**src/rtl/axi_lite_scratch_regs.sv**
```systemverilog
// AXI4-Lite scratch register bank, terminal slave of an AXI-Lite cut chain.
// AW and W are accepted independently; B and R are registered with one
// outstanding transaction per channel. Register contents and per-register
// write pulses are exposed to local logic.
// Optional feature macro: AXI_LITE_SCRATCH_STRB_EN (byte-strobe writes).
// Without it, only full-word strobes are accepted; anything else is SLVERR.

package axi_lite_scratch_pkg;
  typedef struct packed { logic [31:0] addr; logic [2:0] prot; } ax_t;
  typedef struct packed { logic [31:0] data; logic [3:0] strb; } w_t;
  typedef struct packed { logic [1:0] resp; logic user; } b_t;
  typedef struct packed { logic [31:0] data; logic [1:0] resp; logic user; } r_t;
  typedef struct packed {
    ax_t aw; logic aw_valid; w_t w; logic w_valid; logic b_ready;
    ax_t ar; logic ar_valid; logic r_ready;
  } req_t;
  typedef struct packed {
    logic aw_ready; logic w_ready; b_t b; logic b_valid;
    logic ar_ready; r_t r; logic r_valid;
  } resp_t;
endpackage

module axi_lite_scratch_regs #(
  parameter int unsigned          NumRegs   = 8,
  parameter int unsigned          AddrWidth = 32,
  parameter int unsigned          DataWidth = 32,
  parameter logic [AddrWidth-1:0] BaseAddr  = '0,
  parameter type axi_req_t  = axi_lite_scratch_pkg::req_t,
  parameter type axi_resp_t = axi_lite_scratch_pkg::resp_t
) (
  input  logic                           clk_i,
  input  logic                           rst_i,
  input  axi_req_t                       slv_req_i,
  output axi_resp_t                      slv_resp_o,
  output logic [NumRegs*DataWidth-1:0]   reg_q_o,
  output logic [NumRegs-1:0]             wr_pulse_o
);
  localparam int unsigned StrbWidth = DataWidth / 8;
  localparam int unsigned OffBits   = $clog2(StrbWidth);
  localparam logic [1:0] RESP_OKAY   = 2'b00;
  localparam logic [1:0] RESP_SLVERR = 2'b10;

  localparam logic [1:0] W_IDLE    = 2'd0;
  localparam logic [1:0] W_HAVE_AW = 2'd1;
  localparam logic [1:0] W_HAVE_W  = 2'd2;
  localparam logic [1:0] W_RESP    = 2'd3;
  localparam logic       R_IDLE    = 1'b0;
  localparam logic       R_RESP    = 1'b1;

  logic [1:0]                        wstate_q, wstate_d;
  logic                              rstate_q, rstate_d;
  logic [NumRegs-1:0][DataWidth-1:0] regs_q, regs_d;
  logic [AddrWidth-1:0]              awaddr_q, awaddr_d;
  logic [DataWidth-1:0]              wdata_q, wdata_d;
  logic [StrbWidth-1:0]              wstrb_q, wstrb_d;
  logic [1:0]                        b_resp_q, b_resp_d;
  logic [NumRegs-1:0]                wr_pulse_q, wr_pulse_d;
  logic [DataWidth-1:0]              r_data_q, r_data_d;
  logic [1:0]                        r_resp_q, r_resp_d;

  logic                 aw_ready, w_ready, ar_ready;
  logic                 aw_hs, w_hs, ar_hs, commit;
  logic [AddrWidth-1:0] cm_addr, cm_idx, ar_idx;
  logic [DataWidth-1:0] cm_data, ar_data;
  logic [StrbWidth-1:0] cm_strb;
  logic                 cm_hit, cm_we, cm_pulse, ar_hit;
  logic                 unused_ok;

  assign unused_ok = ^{slv_req_i.aw.prot, slv_req_i.ar.prot};

  function automatic logic [AddrWidth-1:0] decode_idx(input logic [AddrWidth-1:0] a);
    return (a - BaseAddr) >> OffBits;
  endfunction

  function automatic logic decode_hit(input logic [AddrWidth-1:0] a);
    return (a >= BaseAddr) && (decode_idx(a) < AddrWidth'(NumRegs));
  endfunction

  // Write channel: independent AW/W capture, commit once both are present, then B.
  always_comb begin
    wstate_d   = wstate_q;
    regs_d     = regs_q;
    awaddr_d   = awaddr_q;
    wdata_d    = wdata_q;
    wstrb_d    = wstrb_q;
    b_resp_d   = b_resp_q;
    wr_pulse_d = '0;
    commit     = 1'b0;

    aw_ready = !((wstate_q == W_HAVE_AW) || (wstate_q == W_RESP));
    w_ready  = !((wstate_q == W_HAVE_W)  || (wstate_q == W_RESP));
    aw_hs    = slv_req_i.aw_valid && aw_ready;
    w_hs     = slv_req_i.w_valid && w_ready;

    if (aw_hs) awaddr_d = slv_req_i.aw.addr;
    if (w_hs) begin
      wdata_d = slv_req_i.w.data;
      wstrb_d = slv_req_i.w.strb;
    end

    // Commit payload comes from the held copy for whichever half arrived earlier.
    cm_addr = (wstate_q == W_HAVE_AW) ? awaddr_q : slv_req_i.aw.addr;
    cm_data = (wstate_q == W_HAVE_W)  ? wdata_q  : slv_req_i.w.data;
    cm_strb = (wstate_q == W_HAVE_W)  ? wstrb_q  : slv_req_i.w.strb;
    cm_idx  = decode_idx(cm_addr);
    cm_hit  = decode_hit(cm_addr);
`ifdef AXI_LITE_SCRATCH_STRB_EN
    cm_we    = cm_hit;
    cm_pulse = cm_hit && (|cm_strb);
`else
    cm_we    = cm_hit && (&cm_strb);
    cm_pulse = cm_we;
`endif

    case (wstate_q)
      W_IDLE: begin
        if (aw_hs && w_hs) commit = 1'b1;
        else if (aw_hs)    wstate_d = W_HAVE_AW;
        else if (w_hs)     wstate_d = W_HAVE_W;
      end
      W_HAVE_AW: if (w_hs)  commit = 1'b1;
      W_HAVE_W:  if (aw_hs) commit = 1'b1;
      default:   if (slv_req_i.b_ready) wstate_d = W_IDLE;
    endcase

    if (commit) begin
      wstate_d = W_RESP;
      b_resp_d = cm_we ? RESP_OKAY : RESP_SLVERR;
      for (int unsigned k = 0; k < NumRegs; k++) begin
        if (cm_idx == AddrWidth'(k)) begin
          wr_pulse_d[k] = cm_pulse;
          for (int unsigned b = 0; b < StrbWidth; b++) begin
            if (cm_we && cm_strb[b]) regs_d[k][b*8 +: 8] = cm_data[b*8 +: 8];
          end
        end
      end
    end
  end

  // Read channel: sample the current register value on AR, hold R until r_ready.
  always_comb begin
    rstate_d = rstate_q;
    r_data_d = r_data_q;
    r_resp_d = r_resp_q;
    ar_data  = '0;
    ar_ready = (rstate_q == R_IDLE);
    ar_hs    = slv_req_i.ar_valid && ar_ready;
    ar_idx   = decode_idx(slv_req_i.ar.addr);
    ar_hit   = decode_hit(slv_req_i.ar.addr);
    for (int unsigned k = 0; k < NumRegs; k++) begin
      if (ar_hit && (ar_idx == AddrWidth'(k))) ar_data = regs_q[k];
    end
    if (rstate_q == R_IDLE) begin
      if (ar_hs) begin
        rstate_d = R_RESP;
        r_data_d = ar_data;
        r_resp_d = ar_hit ? RESP_OKAY : RESP_SLVERR;
      end
    end else if (slv_req_i.r_ready) begin
      rstate_d = R_IDLE;
    end
  end

  // State and payload registers; reset discards any in-flight transaction.
  always_ff @(posedge clk_i or posedge rst_i) begin
    if (rst_i) begin
      wstate_q   <= W_IDLE;
      rstate_q   <= R_IDLE;
      regs_q     <= '0;
      awaddr_q   <= '0;
      wdata_q    <= '0;
      wstrb_q    <= '0;
      b_resp_q   <= RESP_OKAY;
      wr_pulse_q <= '0;
      r_data_q   <= '0;
      r_resp_q   <= RESP_OKAY;
    end else begin
      wstate_q   <= wstate_d;
      rstate_q   <= rstate_d;
      regs_q     <= regs_d;
      awaddr_q   <= awaddr_d;
      wdata_q    <= wdata_d;
      wstrb_q    <= wstrb_d;
      b_resp_q   <= b_resp_d;
      wr_pulse_q <= wr_pulse_d;
      r_data_q   <= r_data_d;
      r_resp_q   <= r_resp_d;
    end
  end

  // Response struct assembly; user fields tied off.
  always_comb begin
    slv_resp_o          = '0;
    slv_resp_o.aw_ready = aw_ready;
    slv_resp_o.w_ready  = w_ready;
    slv_resp_o.b_valid  = (wstate_q == W_RESP);
    slv_resp_o.b.resp   = b_resp_q;
    slv_resp_o.b.user   = '0;
    slv_resp_o.ar_ready = ar_ready;
    slv_resp_o.r_valid  = (rstate_q == R_RESP);
    slv_resp_o.r.data   = r_data_q;
    slv_resp_o.r.resp   = r_resp_q;
    slv_resp_o.r.user   = '0;
  end

  assign reg_q_o    = regs_q;
  assign wr_pulse_o = wr_pulse_q;

endmodule

```
**config.mk**
```make
export PLATFORM = sky130hd
export DESIGN_NAME = axi_lite_scratch_regs
export DESIGN_NICKNAME = d
export VERILOG_FILES = /design/src/rtl/axi_lite_scratch_regs.sv
export SDC_FILE = /design/constraint.sdc
export NUM_CORES = 1
export LEC_CHECK = 0
export ABC_AREA = 1
export BUFFER_PORTS_ARGS = -buffer_cell sky130_fd_sc_hd__buf_2
export CAP_MARGIN = 20
export CORE_MARGIN = 1
export CORE_UTILIZATION = 35
export CTS_CLUSTER_SIZE = 20
export DETAILED_ROUTE_END_ITERATION = 6
export PLACE_DENSITY_LB_ADDON = 0.3
export SYNTH_ARGS = -nofsm -noshare
export SYNTH_HDL_FRONTEND = slang
export SYNTH_SLANG_ARGS = --single-unit
```
**constraint.sdc**
```tcl
create_clock -name clk_i -period 14 [get_ports clk_i]
set_clock_uncertainty 0.1 [all_clocks]
set_input_delay 0.7 -clock clk_i [delete_from_list [all_inputs] [get_ports clk_i]]
set_output_delay 0.7 -clock clk_i [all_outputs]
set_load 0.02 [all_outputs]
```
## Word level (Yosys, flattened, before mapping)

Cells that the tools add are included.

| operators by class | value |
|---|---|
| magnitude comparators | 4 |
| equal/unequal tests | 20 |
| mux-type cells | 35 |
| bitwise operators | 1 |
| reduce and logical (&&, ||, !) cells | 63 |

Operators with widths:

| kind | number |
|---|---|
| 32-bit two-way mux | 10 |
| 30-bit by 3-bit equality test with 1-bit output (second input constant) | 8 |
| 30-bit by 2-bit equality test with 1-bit output (second input constant) | 4 |
| 3-bit AND reduction | 32 |
| 32-bit by 1-bit >= comparator with 1-bit output (second input constant) | 2 |
| 32-bit logical NOT | 2 |
| 30-bit by 1-bit equality test with 1-bit output (second input constant) | 2 |
| 30-bit by 4-bit < comparator with 1-bit output (second input constant) | 2 |
| 1-bit logical AND | 19 |
| 1-bit two-way mux | 14 |
| 2-bit two-way mux | 7 |
| 8-bit two-way mux | 1 |
| 4-bit AND reduction | 2 |
| 2-bit equality test (second input constant) | 2 |
| 4-bit two-way mux | 1 |
| 4-bit != test (second input constant) | 1 |
| 2-bit case mux with 2 select lines | 1 |
| 3-bit != test (second input constant) | 1 |
| 1-bit case mux with 3 select lines | 1 |
| 3-bit nonzero test | 1 |
| 2-bit by 1-bit equality test with 1-bit output (second input constant) | 1 |
| 1-bit logical NOT | 2 |
| 2-bit logical NOT | 1 |
| 1-bit logical OR | 2 |
| other kinds (4) | 4 |

| word-level totals | value |
|---|---|
| register bits after elaboration | 371 |
| input bits | 113 |
| output and inout port bits | 307 |
| logic and storage cells | 164 |

## Logic depth before layout (Yosys ltp)

Gate-level depths: netlist of run 1.

| logic depth | value |
|---|---|
| depth after elaboration | 11 |
| mapped depth | 14 |
| mapped depth without buffers | 13 |

## Worst setup path before layout of run 1

Ideal clock, no wire load.

| timing path | value |
|---|---|
| path kind | register to register |
| start | reg wstate_q[0] |
| end | reg regs_q (netlist bit reg_q_o[16]) |
| setup time | 0.118 ns |
| arrival time | 2.139 ns |
| data required time | 13.782 ns |
| slack | 11.643 ns |
| stages on the path, launching flop included | 14 |
| path buffers | 2 |
| period minus slack after synthesis | 2.357 ns |
| cell sequence | dfrtp_1 -> ha_1 -> nor2_1 -> nand2_1 -> nor2_1 -> nand2_1 -> nand3_1 -> nand3_1 -> nor2_4 -> buf_4 -> nand3_2 -> clkbuf_1 -> nand2_1 -> nand2_1 |

RTL lines:

| item | RTL line | RTL |
|---|---|---|
| from (decl) | 50 | `logic [1:0] wstate_q, wstate_d;` |
| from (signal assigned) | 178 | `wstate_q <= wstate_d;` |
| to (signal assigned) | 180 | `regs_q <= regs_d;` |
| to (decl) | 52 | `logic [NumRegs-1:0][DataWidth-1:0] regs_q, regs_d;` |

## Worst setup path after layout of run 1

| timing path | value |
|---|---|
| start | reg wstate_q[1] |
| end | reg regs_q (netlist bit reg_q_o[233]) |

| between the ends | value |
|---|---|
| word-level cells in the longest chain between the ends | 8 |
| elaborated cells between the ends (all ways) | 26 |
| classes of those cells | order compare: 2; eq/ne: 4; mux: 7; reduce/logical: 13 |

RTL lines:

| item |
|---|
| branches (longest 8 deep; another with 32-bit by 1-bit >= comparator with 1-bit output) |

Parallel ways; which one is timed is not known.
A chain may end at the register's enable or synchronous reset.

==> results_dict.tcl, run 1 <==
set metrics [dict create \
    antennaDiodeCount 0 \
    setup_repair_after_global_routing_missed_its_margin "no" \
    num_vias 17200 \
    fp.dieArea_sq_um 50800 \
    report.final.hold_viol_count 0 \
    synth_compound_area_frac 0.0259 \
    hpwl_microns 45600 \
    synth-edff-count 0 \
    timing.critical_path.mode_cell "sky130_fd_sc_hd__buf_4" \
    floorplan.die.width_microns 225 \
    drt-initial-drc-count 1696 \
    post_synth_and_or_nand_nor_area_fraction 0.376 \
    detail_route.wirelength.met1_microns 29300 \
    slew_violations 0 \
    post_synth_instance_area_sq_um 17500 \
    synth_xor_area_frac 0 \
    via_per_inst 5.27 \
    setup_viol_count_final 0 \
    failed_checks "DRC" \
    finalHoldWorstSlack_ns 0.180 \
    post-route-min-period_ns 5.43 \
    startpoint_type "flop" \
    io_pins 420 \
    worst-endpoint-arrival_ns 5.76 \
    critPathRequiredTime_ns 14.33 \
    grt_start_max_net_pins 170 \
    highest_fanout_seen_on_the_critical_path 81 \
    power_density_nw_per_um2 141 \
    timing.hold.worst.class "input port to async pin" \
    tns_ns 0 \
    yosysSeqAreaShare 0.525 \
    synthMuxAreaShare 0 \
    cts_buffer_count 42 \
    layout-area-overhead-vs-synth_pct 22.2 \
    slew-limit-headroom 0.305 \
    synth_async_sr_flop_share 1.00 \
    gp_routability_congestion 0.825 \
    power.leakage_nw 12.0 \
    layout-drive-gt1-share 0.208 \
    cts.repair.resized 0 \
    clock_latency_ns 0.56 \
    worst-slew-pin-transition_ns 1.04 \
    cts.hold.buffers_added 0 \
    cpLargestDelayFamily "buffers and inverters" \
    num_rows 81 \
    routed_antenna_nets 0 \
    initial_core_utilization 0.356 \
    wl_met3_microns 6430 \
    routedWlPerCell_microns 20.1 \
    status "finished with violations" \
    max_clock_freq_ghz 0.184 \
    synth.lib_cells_used.distinct 26 \
    cpMaxStageDelayCell "sky130_fd_sc_hd__buf_4" \
    netlist_instances 2241 \
    place_worst_setup_slack_ns 8.60 \
    max_cap_viol_count 0 \
    cts.sink_count 367 \
    postCtsSetupRepairBufs 0 \
    clkTransAtPathRegs_ns 0.06 \
    main_combinational_cell_family_by_area_after_synthesis "simple AND/OR/NAND/NOR gates" \
    synth-main-ff-cell "sky130_fd_sc_hd__dfrtp_1" \
    synth_seq_cells 367 \
    die_y_microns 225 \
    timing.critical_path.slowest_cell_delay_ns 0.79 \
    grt-ovfl-total 0 \
    vdd_ir_drop_max_v 0.000141 \
    final_core_util 0.435 \
    clock_path_buffers 3 \
    route.met2.wl_microns 27500 \
    io_buffer_count 405 \
    standard_cell_core_area_sq_um 49100 \
    crit_buf_inv 7 \
    endpoint_kind "flop" \
    grt_usage 0.254 \
    layout_worst_path_cycle_share 0.388 \
    grt_first_pass_wirelength_microns 98600 \
    htree_num_levels 2 \
    crit_path_cell_trace "inv_1, ha_1, nor2_1, nand2_1, buf_4, inv_2, nand2_1, nand3_1, nand3_1, nor2_4, buf_4, buf_4, buf_4, nand3_1, buf_4, nand2_1, nand2_1" \
    cts_tree "done" \
    postSynthAreaPerCell_sq_um 7.80 \
    drt_pass1_iterations 7 \
    route.detailed.drc 1 \
    yosys_warnings 0 \
    clockRootBuffer "sky130_fd_sc_hd__clkbuf_16" \
    grt_pass1_vias 15900 \
    critical_path_class "flop to flop" \
    layout.nets 2676 \
    postLayoutCellArea_sq_um 21400 \
    initial_antenna_violation_count 0 \
    synth_fa_ha_area_frac 0.00286 \
    place_area_sq_um 19900 \
    top_routing_layer_used "met4" \
    layout_setup_ws_ns 8.57 \
    postRouteWirelength_microns 65400 \
]
power by group:
group	total, W	leakage [nW]	switching [W]	internal (W)
logic	0.000672	6.27	0.000542	0.000130
clock network	0.00113	0.689	0.000454	0.000672
registers	0.00121	5.01	0.0000508	0.00116
logic make-up after synthesis:
group / after synthesis
and+or+nand+nor: 1485
adders and majority gates: 4
buffers and inverters: 295
other: 1
DFF: 367
AOI/OAI and AO/OA: 89
per-stage QoR:
step           power (W)  std cells
2_1_floorplan    0.00165       2244
3_3_place_gp     0.00186       3178
3_5_place_dp     0.00189       3178
4_1_cts          0.00302       3253
5_1_grt          0.00315       3254
6_report         0.00301       3254
cells in the final DEF (no fill, tap or decap), types with 2 or more instances in the layout:
cell type / instances
sky130_fd_sc_hd__buf_4: 34
sky130_fd_sc_hd__nor2_1: 95
sky130_fd_sc_hd__dfrtp_1: 367
sky130_fd_sc_hd__buf_2: 405
sky130_fd_sc_hd__nor3_1: 7
sky130_fd_sc_hd__buf_12: 2
sky130_fd_sc_hd__or2_1: 2
sky130_fd_sc_hd__inv_2: 11
sky130_fd_sc_hd__ha_1: 3
sky130_fd_sc_hd__nor4_2: 3
sky130_fd_sc_hd__o21ai_1: 35
sky130_fd_sc_hd__o21ai_0: 51
sky130_fd_sc_hd__conb_1: 4
sky130_fd_sc_hd__nand3_1: 142
sky130_fd_sc_hd__clkbuf_16: 43
sky130_fd_sc_hd__clkinv_2: 6
sky130_fd_sc_hd__nand2_1: 915
sky130_fd_sc_hd__clkbuf_1: 11
sky130_fd_sc_hd__bufinv_16: 3
sky130_fd_sc_hd__nor2_4: 4
sky130_fd_sc_hd__clkbuf_8: 10
sky130_fd_sc_hd__nand4_1: 294
sky130_fd_sc_hd__nor4_1: 9
sky130_fd_sc_hd__nor2_2: 10
sky130_fd_sc_hd__inv_1: 112
registers in the layout, indices dropped and copies added, names as in the netlist, 2 cells and up:
register and flops:
wr_pulse_o 8, wdata_q 32, wstrb_q 4, awaddr_q 30, wstate_q 2, r_data_q 32
reg_q_o 256
path summary, 6_finish.rpt:
kind                         startpoint  slack, ns            end  cells past startpoint
min in group clk_i         slv_req_i[0]       0.24       rstate_q                      2
max in group asynchronous         rst_i      11.14    wdata_q[11]                      4
max                         wstate_q[1]       8.57   reg_q_o[233]                     17
min                               rst_i       0.18  wr_pulse_o[7]                      2
min reg2reg                r_data_q[31]       0.37   r_data_q[31]                      2
max reg2reg                 wstate_q[1]       8.57   reg_q_o[233]                     17
per-layer routing:
metal,up-vias,GRT usage
met5,-,0
met1,8266,0.367
li1,8025,-
met2,752,0.358
met4,0,0.0873
met3,107,0.0738
cell type report:
cell class | instances | area (sq um)
Clock buffer | 64 | 1250
Tap cell | 664 | 831
Sequential cell | 367 | 9180
Fill cell | 4991 | 27700
Clock inverter | 11 | 138
Timing Repair Buffer | 441 | 2320
Multi-Input combinational cell | 1582 | 7150
Inverter | 125 | 477
cells in the mapped netlist, types with 3 or more instances:
cell type | n | area, sq um
sky130_fd_sc_hd__nand2_1 | 916 | 3440
sky130_fd_sc_hd__o21ai_1 | 35 | 175
sky130_fd_sc_hd__inv_1 | 113 | 424
sky130_fd_sc_hd__clkbuf_1 | 129 | 484
sky130_fd_sc_hd__nor4_1 | 12 | 75.1
sky130_fd_sc_hd__buf_1 | 3 | 11.3
sky130_fd_sc_hd__inv_2 | 11 | 41.3
sky130_fd_sc_hd__nor2_1 | 104 | 390
sky130_fd_sc_hd__nor3_1 | 7 | 35.0
sky130_fd_sc_hd__nand4_1 | 294 | 1840
sky130_fd_sc_hd__dfrtp_1 | 367 | 9180
sky130_fd_sc_hd__ha_1 | 4 | 50.1
sky130_fd_sc_hd__buf_2 | 12 | 60.1
sky130_fd_sc_hd__nor2_2 | 4 | 25.0
sky130_fd_sc_hd__o21ai_0 | 51 | 255
sky130_fd_sc_hd__buf_4 | 26 | 195
sky130_fd_sc_hd__nand3_1 | 142 | 711
No activity file was read; power rests on OpenSTA's default activity.
==> inputs of run 2 (changes only) <==
==> constraint.sdc (replaced) <==
create_clock -name clk_i -period 4.5 [get_ports clk_i]
set_clock_uncertainty 0.1 [all_clocks]
set_input_delay 0.225 -clock clk_i [delete_from_list [all_inputs] [get_ports clk_i]]
set_output_delay 0.225 -clock clk_i [all_outputs]
set_load 0.02 [all_outputs]
==> results_dict.tcl, run 2 (same netlist as run 1, synthesis figures left out) <==
set metrics [dict create \
    timing.critical_path.to "reg_q_o[30]" \
    report.final.hold_viol_count 0 \
    largest_reg_flops 256 \
    critical_path_class "flop to flop" \
    clock_latency_ns 0.56 \
    route.detailed.drc 0 \
    worst-endpoint-arrival_ns 4.15 \
    worstReg2RegEnd "reg_q_o[30]" \
    multi_input_area_sq_um 7150 \
    grt_usage 0.256 \
    layout.nets 2756 \
    num_vias 17400 \
    cts_tree "done" \
    die_y_microns 225 \
    grt_first_pass_wirelength_microns 99900 \
    max_clock_freq_ghz 0.263 \
    slew-limit-headroom 0.277 \
    post-route-min-period_ns 3.81 \
    gp_routability_congestion 0.858 \
    clock_path_buffers 3 \
    num_rows 81 \
    grt-ovfl-total 0 \
    io_pins 420 \
    postCtsSetupRepairBufs 0 \
    routedWlPerCell_microns 19.8 \
    hpwl_microns 46000 \
    floorplan.die.width_microns 225 \
    via_per_inst 5.21 \
    place_worst_setup_slack_ns 0.705 \
    drt_pass1_iterations 6 \
    layout_worst_path_cycle_share 0.847 \
    clkTransAtPathRegs_ns 0.06 \
    fp.dieArea_sq_um 50800 \
    cts.sink_count 367 \
    startpoint_type "flop" \
    layout.area.seq_sq_um 9180 \
    htree_num_levels 2 \
    layout.cells.most_common_list "sky130_fd_sc_hd__nand2_1, sky130_fd_sc_hd__buf_2, sky130_fd_sc_hd__dfrtp_1" \
    initial_antenna_violation_count 0 \
    final_common_cell "sky130_fd_sc_hd__nand2_1" \
    cts.repair.resized 0 \
    endpoint_kind "flop" \
    worst-slew-pin-transition_ns 1.08 \
    worst_r2r_startpoint "wstate_q[1]" \
    standard_cell_core_area_sq_um 49100 \
    grt_pass1_vias 16200 \
    critPathRequiredTime_ns 4.84 \
    highest_fanout_seen_on_the_critical_path 48 \
    setup_viol_count_final 0 \
    antennaDiodeCount 0 \
    place_area_sq_um 20000 \
    max_cap_viol_count 0 \
    io_buffer_count 405 \
    layout_setup_ws_ns 0.691 \
    routed_antenna_nets 0 \
    setup_repair_after_global_routing_missed_its_margin "no" \
    power_density_nw_per_um2 434 \
    postLayoutCellArea_sq_um 22300 \
    layout-drive-gt1-share 0.205 \
    power.leakage_nw 12.3 \
    finalHoldWorstSlack_ns 0.0627 \
    layout-area-overhead-vs-synth_pct 27.6 \
    initial_core_utilization 0.356 \
    startpoint "wstate_q[1]" \
    drt-initial-drc-count 1700 \
    slew_violations 0 \
    ff2ff_path_depth 13 \
    postRouteWirelength_microns 65800 \
    grt_start_max_net_pins 144 \
    cts.hold.buffers_added 74 \
    n_fill_cell 4931 \
    status "finished clean" \
    timing.hold.worst.class "input port to flop" \
    vdd_ir_drop_max_v 0.000566 \
    cts_buffer_count 43 \
    clockRootBuffer "sky130_fd_sc_hd__clkbuf_16" \
    r2r_slack_ns 0.69 \
]
## run 2: worst min-delay path by stage
stage,start,to,slack [ns],cells past startpoint
3_5_place_dp,rst_i,r_data_q[14],0.19,2
3_3_place_gp,rst_i,r_data_q[14],0.19,2
2_1_floorplan,slv_req_i[0],rstate_q,0.23,1
5_1_grt,slv_req_i[37],wstate_q[0],0.14,6
6_report,slv_req_i[75],wstate_q[0],0.06,5
4_1_cts,slv_req_i[75],wstate_q[0],0.03,5
## run 2: cell type report
type                            instances  area share
Sequential cell                       367       0.412
Multi-Input combinational cell       1582       0.321
Timing Repair Buffer                  520       0.142
Clock buffer                           58      0.0539
Tap cell                              664      0.0373
Inverter                              125      0.0212
Clock inverter                         17      0.0135
## run 2: metrics by stage
| step | cells | power [W] | utilization | TNS (ns) |
|---|---|---|---|---|
| finish | 3333 | 0.00967 | 0.455 | 0 |
| floorplan | 2244 | 0.00513 | - | -274.95 |
| CTS | 3332 | 0.00972 | 0.454 | 0 |
| global placement | 3183 | 0.00581 | 0.408 | 0 |
| global route | 3333 | 0.0101 | 0.455 | 0 |
| detailed placement | 3183 | 0.00588 | 0.408 | 0 |
## run 2: critical path: stages (launching register included)
cell                      delay [ns]
sky130_fd_sc_hd__dfrtp_1        0.37
sky130_fd_sc_hd__inv_1          0.09
sky130_fd_sc_hd__ha_1           0.36
sky130_fd_sc_hd__nor2_1         0.18
sky130_fd_sc_hd__nand2_1        0.12
sky130_fd_sc_hd__inv_2          0.30
sky130_fd_sc_hd__nand2_1        0.09
sky130_fd_sc_hd__nand3_1        0.14
sky130_fd_sc_hd__nand3_1        0.13
sky130_fd_sc_hd__nor2_4         0.26
sky130_fd_sc_hd__buf_4          0.50
sky130_fd_sc_hd__nand3_2        0.72
sky130_fd_sc_hd__nand2_1        0.22
sky130_fd_sc_hd__nand2_1        0.07
## run 2: layer usage
metal  global-route usage  routed length (microns)  vias to the layer above
li1                     -                        -                     8179
met1                0.374                    30100                     8380
met2                0.369                    27900                      721
met3               0.0709                     6210                       88
met4               0.0678                     1620                        0
met5                    0                        0                        -
## run 2: report_power, final
| group | switching [W] | internal (W) | total (W) |
|---|---|---|---|
| clock | 0.00143 | 0.00233 | 0.00376 |
| combinational | 0.00170 | 0.000452 | 0.00215 |
| sequential | 0.000158 | 0.00360 | 0.00376 |
| total | 0.00329 | 0.00638 | 0.00967 |
==> inputs of run 3 (changes only) <==
--- a/config.mk
+++ b/config.mk
@@ -5,7 +5,7 @@
 export SDC_FILE = /design/constraint.sdc
 export NUM_CORES = 1
 export LEC_CHECK = 0
-export ABC_AREA = 1
+export ABC_AREA = 0
 export BUFFER_PORTS_ARGS = -buffer_cell sky130_fd_sc_hd__buf_2
 export CAP_MARGIN = 20
 export CORE_MARGIN = 1
==> constraint.sdc (replaced) <==
create_clock -name clk_i -period 3.6 [get_ports clk_i]
set_clock_uncertainty 0.1 [all_clocks]
set_input_delay 0.18 -clock clk_i [delete_from_list [all_inputs] [get_ports clk_i]]
set_output_delay 0.18 -clock clk_i [all_outputs]
set_load 0.02 [all_outputs]
==> results_dict.tcl, run 3 <==
set metrics [dict create \
    initial_antenna_violation_count 3 \
    cpMaxStageDelayCell "sky130_fd_sc_hd__or4_4" \
    wl_met3_microns 3640 \
    timing.critical_path.slowest_cell_delay_ns 0.49 \
    final_common_cell "sky130_fd_sc_hd__buf_2" \
    yosysSeqAreaShare 0.510 \
    postSynthAreaPerCell_sq_um 12.8 \
    tns_ns 0 \
    detail_route.wirelength.met1_microns 26800 \
    routed_antenna_nets 0 \
    synthMuxAreaShare 0.273 \
    power_density_nw_per_um2 509 \
    worst_r2r_startpoint "wstate_q[1]" \
    layout_worst_path_cycle_share 0.899 \
    crit_buf_inv 3 \
    largest_reg_flops 256 \
    worst-endpoint-arrival_ns 3.58 \
    htree_num_levels 2 \
    layout_setup_ws_ns 0.362 \
    grt_start_max_net_pins 103 \
    place_area_sq_um 20800 \
    routedWlPerCell_microns 24.0 \
    hpwl_microns 41500 \
    cts.sink_count 367 \
    standard_cell_core_area_sq_um 50500 \
    synth_top_area_cell "sky130_fd_sc_hd__dfrtp_1" \
    cts_buffer_count 43 \
    timing.critical_path.mode_cell "sky130_fd_sc_hd__buf_4" \
    route.detailed.drc 0 \
    grt_first_pass_wirelength_microns 91000 \
    synth_async_sr_flop_share 1.00 \
    layout.nets 1987 \
    gp_routability_congestion 0.835 \
    synth.lib_cells_used.distinct 59 \
    post_synth_and_or_nand_nor_area_fraction 0.0925 \
    initial_core_utilization 0.357 \
    status "finished clean" \
    endpoint_kind "flop" \
    grt-ovfl-total 0 \
    hp-start "slv_req_i[75]" \
    grt_usage 0.233 \
    vdd_ir_drop_max_v 0.000413 \
    netlist_instances 1401 \
    layout-area-overhead-vs-synth_pct 27.6 \
    postRouteWirelength_microns 61700 \
    power.leakage_nw 11.5 \
    drt_pass1_iterations 5 \
    io_pins 420 \
    post-synth-top-area-fraction 0.510 \
    drt-initial-drc-count 899 \
    path_depth 9 \
    fp.dieArea_sq_um 52300 \
    top_routing_layer_used "met5" \
    route.met2.wl_microns 29600 \
    floorplan.die.width_microns 229 \
    die_y_microns 229 \
    io_buffer_count 405 \
    clkTransAtPathRegs_ns 0.06 \
    layout.cells.most_common_list "sky130_fd_sc_hd__buf_2, sky130_fd_sc_hd__dfrtp_1, sky130_fd_sc_hd__nand2_1" \
    synth_xor_area_frac 0 \
    yosys-top-cells-count "sky130_fd_sc_hd__dfrtp_1, sky130_fd_sc_hd__nand2_1, sky130_fd_sc_hd__mux2_4" \
    cpLargestDelayFamily "simple AND/OR/NAND/NOR gates" \
    setup_viol_count_final 0 \
    grt_pass1_vias 13600 \
    report.final.hold_viol_count 0 \
    yosys_warnings 0 \
    clock_path_buffers 3 \
    place_worst_setup_slack_ns 0.332 \
    synth_compound_area_frac 0.0833 \
    max_clock_freq_ghz 0.309 \
    worst-slew-pin-transition_ns 1.07 \
    yosys.cell_count.top_type "sky130_fd_sc_hd__dfrtp_1" \
    num_vias 13500 \
    postCtsSetupRepairBufs 0 \
    cell_types_with_the_largest_area_share_after_synthesis "sky130_fd_sc_hd__dfrtp_1, sky130_fd_sc_hd__mux2_4, sky130_fd_sc_hd__nand2_1, sky130_fd_sc_hd__mux2_2, sky130_fd_sc_hd__mux4_2" \
    highest_fanout_seen_on_the_critical_path 12 \
    num_rows 82 \
    synth-main-ff-cell "sky130_fd_sc_hd__dfrtp_1" \
    max_cap_viol_count 0 \
    timing.hold.worst.class "input port to flop" \
    post_synth_instance_area_sq_um 18000 \
    ff2ff_path_depth 9 \
    synth-edff-count 0 \
    main_combinational_cell_family_by_area_after_synthesis "multiplexers" \
    layout-drive-gt1-share 0.459 \
    via_per_inst 5.26 \
    post-route-min-period_ns 3.24 \
    total_power_w 0.0117 \
    crit_path_cell_trace "inv_1, ha_1, or4_4, nor2_4, nand3_2, buf_4, a2111oi_4, buf_4, mux2_2" \
    slew_violations 0 \
    synth_seq_cells 367 \
    synth_fa_ha_area_frac 0.00278 \
    critPathRequiredTime_ns 3.94 \
    setup_repair_after_global_routing_missed_its_margin "no" \
    clock_latency_ns 0.57 \
    critical_path_class "flop to flop" \
    startpoint_type "flop" \
    slew-limit-headroom 0.285 \
    cts_tree "done" \
    clockRootBuffer "sky130_fd_sc_hd__clkbuf_16" \
    startpoint "wstate_q[1]" \
    min_path_cells 5 \
    postLayoutCellArea_sq_um 23000 \
]
## run 3: report_power, final
| part | total (W) | switching [W] | internal [W] |
|---|---|---|---|
| Clock | 0.00443 | 0.00177 | 0.00266 |
| Sequential | 0.00480 | 0.000245 | 0.00455 |
| Combinational | 0.00246 | 0.00162 | 0.000834 |
| Total | 0.0117 | 0.00364 | 0.00805 |
## run 3: metrics by stage
stage	utilization	cells	hold slack (ns)
CTS	0.455	2575	0.0707
detailed placement	0.413	2428	0.275
global route	0.455	2575	0.125
finish	0.455	2576	0.116
global placement	0.413	2428	0.271
floorplan	-	1404	0.176
## run 3: repair_timing
| item | CTS | global route |
|---|---|---|
| gates resized for setup | 0 | 0 |
| hold buffers | 69 | 0 |
| setup endpoints to repair | 0 | 0 |
| endpoints found under the hold margin | 91 | 0 |
## run 3: kinds of logic after synthesis
group,Yosys count
buffers and inverters,118
and+or+nand+nor,386
other,1
DFF,367
AOI/OAI and AO/OA,184
adders and majority gates,4
muxes,341
## run 3: final timing paths
kind | end | slack (ns)
min | awaddr_q[31] | 0.12
min reg2reg | wstrb_q[1] | 0.37
max | reg_q_o[167] | 0.36
min in group asynchronous | reg_q_o[59] | 0.22
max in group asynchronous | reg_q_o[203] | 2.18
max reg2reg | reg_q_o[167] | 0.36
## run 3: metal layers
layer / GRT usage / vias to the layer above
li1: - / 5955
met1: 0.313 / 6943
met2: 0.384 / 532
met3: 0.0398 / 105
met4: 0.0730 / 4
met5: 0 / -
## run 3: area by class of cell
type / instances / area [sq um]
antenna: 1 / 2.50
multi-input combinational: 919 / 8170
clock inverter: 8 / 108
inverter: 17 / 67.6
tap: 672 / 841
clock buffer: 70 / 1330
sequential: 367 / 9180
fill: 4597 / 27500
timing repair buffer: 522 / 3260
## run 3: worst min-delay path, stage by stage
cell                      delay, ns
sky130_fd_sc_hd__buf_2         0.13
sky130_fd_sc_hd__nand2_1       0.05
sky130_fd_sc_hd__buf_4         0.23
sky130_fd_sc_hd__nand2_1       0.10
sky130_fd_sc_hd__nand2_1       0.05
